==> config.mk <==
export PLATFORM = sky130hd
export DESIGN_NAME = bip_program_loader
export DESIGN_NICKNAME = d
export VERILOG_FILES = /design/src/rtl/bip_program_loader.sv
export SDC_FILE = /design/constraint.sdc
export NUM_CORES = 1
export LEC_CHECK = 0
export BUFFER_PORTS_ARGS = -buffer_cell sky130_fd_sc_hd__buf_2
export CORE_MARGIN = 2
export CORE_UTILIZATION = 48
export DETAILED_ROUTE_END_ITERATION = 7
export PLACE_DENSITY = 0.72
export SYNTH_ARGS = -nofsm -noshare
export SYNTH_HDL_FRONTEND = slang
export SYNTH_SLANG_ARGS = --single-unit
==> constraint.sdc <==
create_clock -name clk -period 1.6 [get_ports clk]
set_clock_uncertainty 0.15 [all_clocks]
set_input_delay 0.16 -clock clk [delete_from_list [all_inputs] [get_ports clk]]
set_output_delay 0.16 -clock clk [all_outputs]
set_load 0.03 [all_outputs]
==> src/rtl/bip_program_loader.sv <==
// bip_program_loader: receives 3-byte frames from the UART receiver, packs
// each into a 16-bit BIP instruction word {opcode[4:0], operand[10:0]},
// writes the words to consecutive program memory addresses, echoes the low
// address byte of every stored word and releases the CPU once HALT is stored.
// Any framing error, overrun or program overflow sends ACK_ERR once and parks.

module bip_program_loader #(
    parameter int         PROG_DEPTH = 2048,
    parameter int         ADDR_W     = 11,
    parameter logic [7:0] ACK_ERR    = 8'hEE
) (
    input  logic              clk,
    input  logic              reset,
    input  logic [7:0]        rx_data,
    input  logic              rx_valid,
    output logic [7:0]        tx_data,
    output logic              tx_valid,
    input  logic              tx_ready,
    output logic              prog_we,
    output logic [ADDR_W-1:0] prog_addr,
    output logic [15:0]       prog_wdata,
    output logic              load_done,
    output logic              load_err
);

    typedef enum logic [2:0] {
        S_GET_OP,
        S_GET_HI,
        S_GET_LO,
        S_WRITE,
        S_ACK,
        S_DONE,
        S_ERR_TX,
        S_ERR
    } state_t;

    localparam logic [ADDR_W-1:0] LAST_ADDR = ADDR_W'(PROG_DEPTH - 1);
    localparam logic [ADDR_W-1:0] ADDR_ONE  = ADDR_W'(1);

    state_t            r_state;
    logic [ADDR_W-1:0] r_addr;
    logic [4:0]        r_opcode;
    logic [2:0]        r_operandHi;
    logic              r_overrun;
    logic [7:0]        r_txData;
    logic              r_txValid;
    logic              r_progWe;
    logic [ADDR_W-1:0] r_progAddr;
    logic [15:0]       r_progWdata;
    logic              r_loadDone;
    logic              r_loadErr;

    logic w_byteOk;
    logic w_isHalt;
    logic w_lastAddr;
    logic w_txFire;
    logic w_overrun;

    // B0 and B1 share one legality rule: only the low three bits may be set
    // (for B0 that is exactly "upper bits clear and opcode <= 7").
    assign w_byteOk   = (rx_data[7:3] == 5'd0);
    assign w_isHalt   = (r_progWdata[15:11] == 5'd0);
    assign w_lastAddr = (r_progAddr == LAST_ADDR);
    assign w_txFire   = r_txValid & tx_ready;
    // A byte arriving on the very edge that completes the ack still counts.
    assign w_overrun  = r_overrun | rx_valid;

    assign tx_data    = r_txData;
    assign tx_valid   = r_txValid;
    assign prog_we    = r_progWe;
    assign prog_addr  = r_progAddr;
    assign prog_wdata = r_progWdata;
    assign load_done  = r_loadDone;
    assign load_err   = r_loadErr;

    // Loader FSM: frame assembly, memory write, ack handshake and error exit, all outputs registered.
    always_ff @(posedge clk) begin
        if (reset) begin
            r_state     <= S_GET_OP;
            r_addr      <= '0;
            r_opcode    <= '0;
            r_operandHi <= '0;
            r_overrun   <= 1'b0;
            r_txData    <= '0;
            r_txValid   <= 1'b0;
            r_progWe    <= 1'b0;
            r_progAddr  <= '0;
            r_progWdata <= '0;
            r_loadDone  <= 1'b0;
            r_loadErr   <= 1'b0;
        end else begin
            r_progWe <= 1'b0;
            case (r_state)
                S_GET_OP: begin
                    if (rx_valid) begin
                        if (w_byteOk) begin
                            r_opcode <= rx_data[4:0];
                            r_state  <= S_GET_HI;
                        end else begin
                            r_loadErr <= 1'b1;
                            r_state   <= S_ERR_TX;
                        end
                    end
                end
                S_GET_HI: begin
                    if (rx_valid) begin
                        if (w_byteOk) begin
                            r_operandHi <= rx_data[2:0];
                            r_state     <= S_GET_LO;
                        end else begin
                            r_loadErr <= 1'b1;
                            r_state   <= S_ERR_TX;
                        end
                    end
                end
                S_GET_LO: begin
                    if (rx_valid) begin
                        r_progWe    <= 1'b1;
                        r_progAddr  <= r_addr;
                        r_progWdata <= {r_opcode, r_operandHi, rx_data};
                        r_overrun   <= 1'b0;
                        r_state     <= S_WRITE;
                    end
                end
                S_WRITE: begin
                    r_addr    <= r_addr + ADDR_ONE;
                    r_txData  <= 8'(r_progAddr);
                    r_txValid <= 1'b1;
                    if (rx_valid) begin
                        r_overrun <= 1'b1;
                    end
                    r_state <= S_ACK;
                end
                S_ACK: begin
                    if (rx_valid) begin
                        r_overrun <= 1'b1;
                    end
                    if (w_txFire) begin
                        r_txValid <= 1'b0;
                        if (w_overrun) begin
                            r_loadErr <= 1'b1;
                            r_state   <= S_ERR_TX;
                        end else if (w_isHalt) begin
                            r_loadDone <= 1'b1;
                            r_state    <= S_DONE;
                        end else if (w_lastAddr) begin
                            r_loadErr <= 1'b1;
                            r_state   <= S_ERR_TX;
                        end else begin
                            r_state <= S_GET_OP;
                        end
                    end
                end
                S_ERR_TX: begin
                    // Offer ACK_ERR once the previous offer has cleared, then park after it is taken.
                    if (!r_txValid) begin
                        r_txData  <= ACK_ERR;
                        r_txValid <= 1'b1;
                    end else if (tx_ready) begin
                        r_txValid <= 1'b0;
                        r_state   <= S_ERR;
                    end
                end
                S_DONE: begin
                    r_state <= S_DONE;
                end
                S_ERR: begin
                    r_state <= S_ERR;
                end
                default: begin
                    r_state <= S_GET_OP;
                end
            endcase
        end
    end

endmodule

-- Yosys cells after proc, flatten, opt, wreduce, memory -nomap -nowiden
Index checks and enable logic that the tools add are counted.
- word-level logic and storage cells: 85
- register bits after elaboration: 62
- output and inout port bits: 39
- input bits: 12
- bitwise operators: 4
- reductions and logical operators: 19
- equality and inequality tests: 20
- multiplexer cells: 29
- add/sub/neg operators: 1
- operator list (operator ; number):
    $mux W3 ; 11
    $pmux W3 S8 ; 1
    $ne A2 B2 Y1 const B ; 8
    $pmux W8 S2 ; 1
    $eq A3 B3 Y1 const B ; 4
    $mux W1 ; 12
    $reduce_and A6 Y1 ; 2
    $add A11 B1 Y11 const B ; 1
    $eq A11 B11 Y1 const B ; 1
    $logic_not A5 Y1 ; 2
    $reduce_and A3 Y1 ; 3
    $mux W8 ; 1
    $eq A3 B2 Y1 const B ; 2
    $ne A3 B3 Y1 const B ; 2
    $reduce_and A2 Y1 ; 3
    $reduce_bool A2 Y1 ; 3
    $reduce_or A2 Y1 ; 3
    $ne A2 B1 Y1 const B ; 2
    $pmux W1 S2 ; 2
    $reduce_and A4 Y1 ; 1
    $eq A3 B1 Y1 const B ; 1
    $logic_not A3 Y1 ; 1
    $pmux W1 S3 ; 1
    $reduce_bool A3 Y1 ; 1
    3 further kinds ; 4

-- Logic depth before layout (Yosys ltp)
- depth in word-level cells: 6
- gate-level depth with buffers: 6
- depth with buffers taken out: 5

-- Least setup slack after synthesis
Ideal clock, no wire load.
- kind: flip-flop to flip-flop
- start: register r_progWdata[11], in the netlist prog_wdata[11]
- end: register r_state[1]
- clock period less this slack: 1.742 ns
- setup time: 0.122 ns
- required time: 1.328 ns
- data arrival time: 1.470 ns
- buffers on the path: 0
- path slack: -0.142 ns
- stages on the path, launching flop included: 5
- cells stage by stage: dfxtp_1 > or4_4 > nor2_4 > o21ai_2 > a221o_1
- longest elaborated chain between the ends: 5
- RTL lines (item ; RTL line ; RTL):
    start, declared ; 49 ; logic [15:0] r_progWdata;
    start signal, assigned ; 120 ; r_progWdata <= {r_opcode, r_operandHi, rx_data};
    $logic_not A5 Y1 ; 62 ; assign w_isHalt = (r_progWdata[15:11] == 5'd0);
    $mux W3 ; 143 ; end else if (w_isHalt) begin
    $mux W3 ; 140 ; if (w_overrun) begin
    $mux W3 ; 138 ; if (w_txFire) begin
    $pmux W3 S8 ; 93 ; case (r_state)
    end signal, assigned ; 98 ; r_state <= S_GET_HI;
    end signal, assigned ; 142 ; r_state <= S_ERR_TX;
    end signal, assigned ; 145 ; r_state <= S_DONE;
    end, declared ; 40 ; state_t r_state;
Every way passes these cells. The select of a mux whose other input is x is not followed.
A chain may end at the register's enable or synchronous reset.

-- Worst setup path after layout
- start: register r_progWdata[13], in the netlist prog_wdata[13]
- end: register r_state[1]
Same word-level chain as after synthesis.

==> metrics.yaml <==
track_usage_pct: 21.7
wire_per_inst_um: 13.8
rsz0062_at_grt: "yes"
die_w_um: 76.3
crit_type: "flip-flop to flip-flop"
crit_required_ns: 1.68
numClockSinks: 62
setup_tns_ns: -0.0648
drc: 0
worstSkewPairLatency_ns: 0.34
power_leakage_nw: 1.50
max_freq_ghz: 0.607
drt-total-wl_um: 6370
hold_end: "load_err"
grt_max_degree: 33
hpwl_um: 3980
root_buffer: "clkbuf_8"
row_count: 26
ys_warn_count: 0
nFillCells: 415
crit_arrival_ns: 1.72
area_delta_synth_final_pct: 39.0
via_per_inst: 5.21
mappedNetlistNets: 313
initial_core_util_pct: 49.5
cts_buffer_depth: 2
design_area_um2: 3490
status: "finished, violations left"
path_cells: "or4_4 -> nor2_4 -> o21ai_2 -> a221o_1"
ys_seq_area_share_pct: 49.4
grt_pass1_vias: 2156
final_hold_viol_count: 0
syn_inst: 300
timing.critical_path.buf_inv: 0
io_pins: 51
synthArstFlopShare_pct: 0
drt_first_iter_violations: 181
vias: 2413
tightest_slew_ns: 0.339
drive_gt1_share_pct: 32.8
cts_tree: "done"
wl_met2_um: 2980
port_buffers: 50
first_pass_iters: 4
holdPathStages: 3
numCtsBuffers: 9
place.gp.congestion: 0.867
drv_cap: 0
fin_crit_ns: 1.65
slew_headroom_pct: 77.3
cp-start-kind: "flip-flop"
syn_area_um2: 2510
power.density_nw_per_um2: 1100
slowest_stage: "or4_4"
total_power_mw: 3.85
die_h_um: 76.3
crit_family: "simple AND/OR/NAND/NOR gates"
num-nets-final: 401
min_from: "reset"
ant_nets: 0
die_area_um2: 5830
max_stage_delay_ns: 0.55
synth-edff-count: 0
peakVddDrop_mv: 0.595
timing.final.ws_setup_ns: -0.0471
final_max_slew_viol_count: 0
post_dp_cell_area_um2: 3060
fin_util_pct: 68.8
ys.flop_type: "dfxtp_1"
top_layer_used: "met4"
worstSetupEndpointType: "flip-flop"
final_common_cell: "nand2_1"
grt_pass1_wl_um: 10100
wl_met3_um: 252
cts.clk_slew.worst_paths_ns: 0.07
violations: "setup timing"
h-tree-depth: 3
r2r_start: "prog_wdata[13]"
post_synth_num_cell_types: 43
antenna_found_initial: 0
avgSynthCellArea_um2: 8.37
routedLengthMet1_um: 3010
min_period_over_period_pct: 103
reg2reg_depth: 4
core-area_um2: 5070
setup_viol: 2
r2r-end: "r_state[1]"
reg2reg_slack_ns: -0.05
ys_ff_latch: 62
crit_start: "prog_wdata[13]"
grt-ovfl-total: 0
layout_common_cells: "61 x nand2_1, 56 x dfxtp_1, 49 x buf_2, 37 x a21oi_1, 33 x buf_4"
dp_slack_ns: -0.0615
critPathMaxFanout: 3
hp-class: "primary input to flip-flop"
n_antenna_cell: 0
[final cells by class]
cell class | count | area, µm² | area share, %
Sequential cell | 62 | 1260 | 36.0
Clock buffer | 10 | 138 | 3.94
Clock inverter | 6 | 85.1 | 2.44
Multi-Input combinational cell | 217 | 1230 | 35.2
Timing Repair Buffer | 96 | 688 | 19.7
Inverter | 2 | 7.51 | 0.215
Tap cell | 70 | 87.6 | 2.51
[power by group]
group | switching, mW | internal (mW) | total, mW
logic | 0.390 | 0.271 | 0.660
clock network | 0.614 | 0.913 | 1.53
registers | 0.0541 | 1.61 | 1.66
[synthesized netlist by cell type, drive strengths merged, types with 3 or more instances]
| cell | number | area, µm² |
|---|---|---|
| dfxtp | 62 | 1240 |
| nand2 | 62 | 233 |
| a21oi | 38 | 190 |
| nor2 | 31 | 124 |
| buf | 12 | 62.6 |
| nor3 | 11 | 71.3 |
| nand3 | 10 | 50.1 |
| clkbuf | 7 | 26.3 |
| mux2i | 7 | 70.1 |
| o21ai | 7 | 38.8 |
| nor2b | 5 | 31.3 |
| xnor2 | 4 | 35.0 |
| a31oi | 3 | 18.8 |
| and2 | 3 | 18.8 |
| nand2b | 3 | 18.8 |
| nand4 | 3 | 18.8 |
| or3 | 3 | 18.8 |
| xor2 | 3 | 26.3 |
[cells by family (layout without fill, tap and decap cells)]
logic type,count (synthesis),count (layout),synth area share (%)
AO/OA/AOI/OAI,57,57,12.8
XOR/XNOR,7,7,2.44
adder cells (fa/ha/maj),1,1,0.498
AND/OR/NAND/NOR,145,145,28.2
flip-flops,62,62,49.4
buffers and inverters,21,114,3.83
multiplexers,7,7,2.79
[worst register-to-register path, cell delays in order (launching register included)]
cell     delay [ns]
dfxtp_4        0.34
or4_4          0.55
nor2_4         0.14
o21ai_2        0.07
a221o_1        0.29
[sequential cells by signal, indices dropped and copies added (netlist names), 3 cells and up]
signal / cells
prog_addr: 11
prog_wdata: 16
r_addr: 11
r_opcode: 5
r_operandHi: 3
r_state: 3
tx_data: 8
[worst max-delay path by stage]
stage	endpoint	slack, ns	depth (start not counted)
after global routing	r_state[1]	-0.09	4
final	r_state[1]	-0.05	4
after detailed placement	r_opcode[0]	-0.06	4
after floorplan	r_state[1]	-0.06	4
after global placement	r_state[1]	-0.02	4
after CTS	r_state[1]	-0.04	4
[repair_timing]
| action | CTS | global route |
|---|---|---|
| endpoints found under the setup margin | 36 | 40 |
| cloned | 0 | 2 |
| buffers inserted | 0 | 2 |
| hold endpoints to repair | 14 | 0 |
| pin swaps | 1 | 3 |
| hold buffers | 8 | 0 |
| gates resized for setup | 3 | 17 |
[metrics by stage]
step | instances | hold slack [ns]
final | 463 | 0.0214
after global placement | 436 | 0.263
after floorplan | 300 | 0.146
after detailed placement | 436 | 0.269
after global routing | 463 | 0.0351
after CTS | 460 | 0.0133
[routing by layer]
metal  vias up  track usage (%)
li1       1204                -
met1      1148             29.2
met2        51             32.7
met3        10             5.57
met4         0             9.64
met5         -                0
Note: power is estimated with default switching activity, not from simulation.
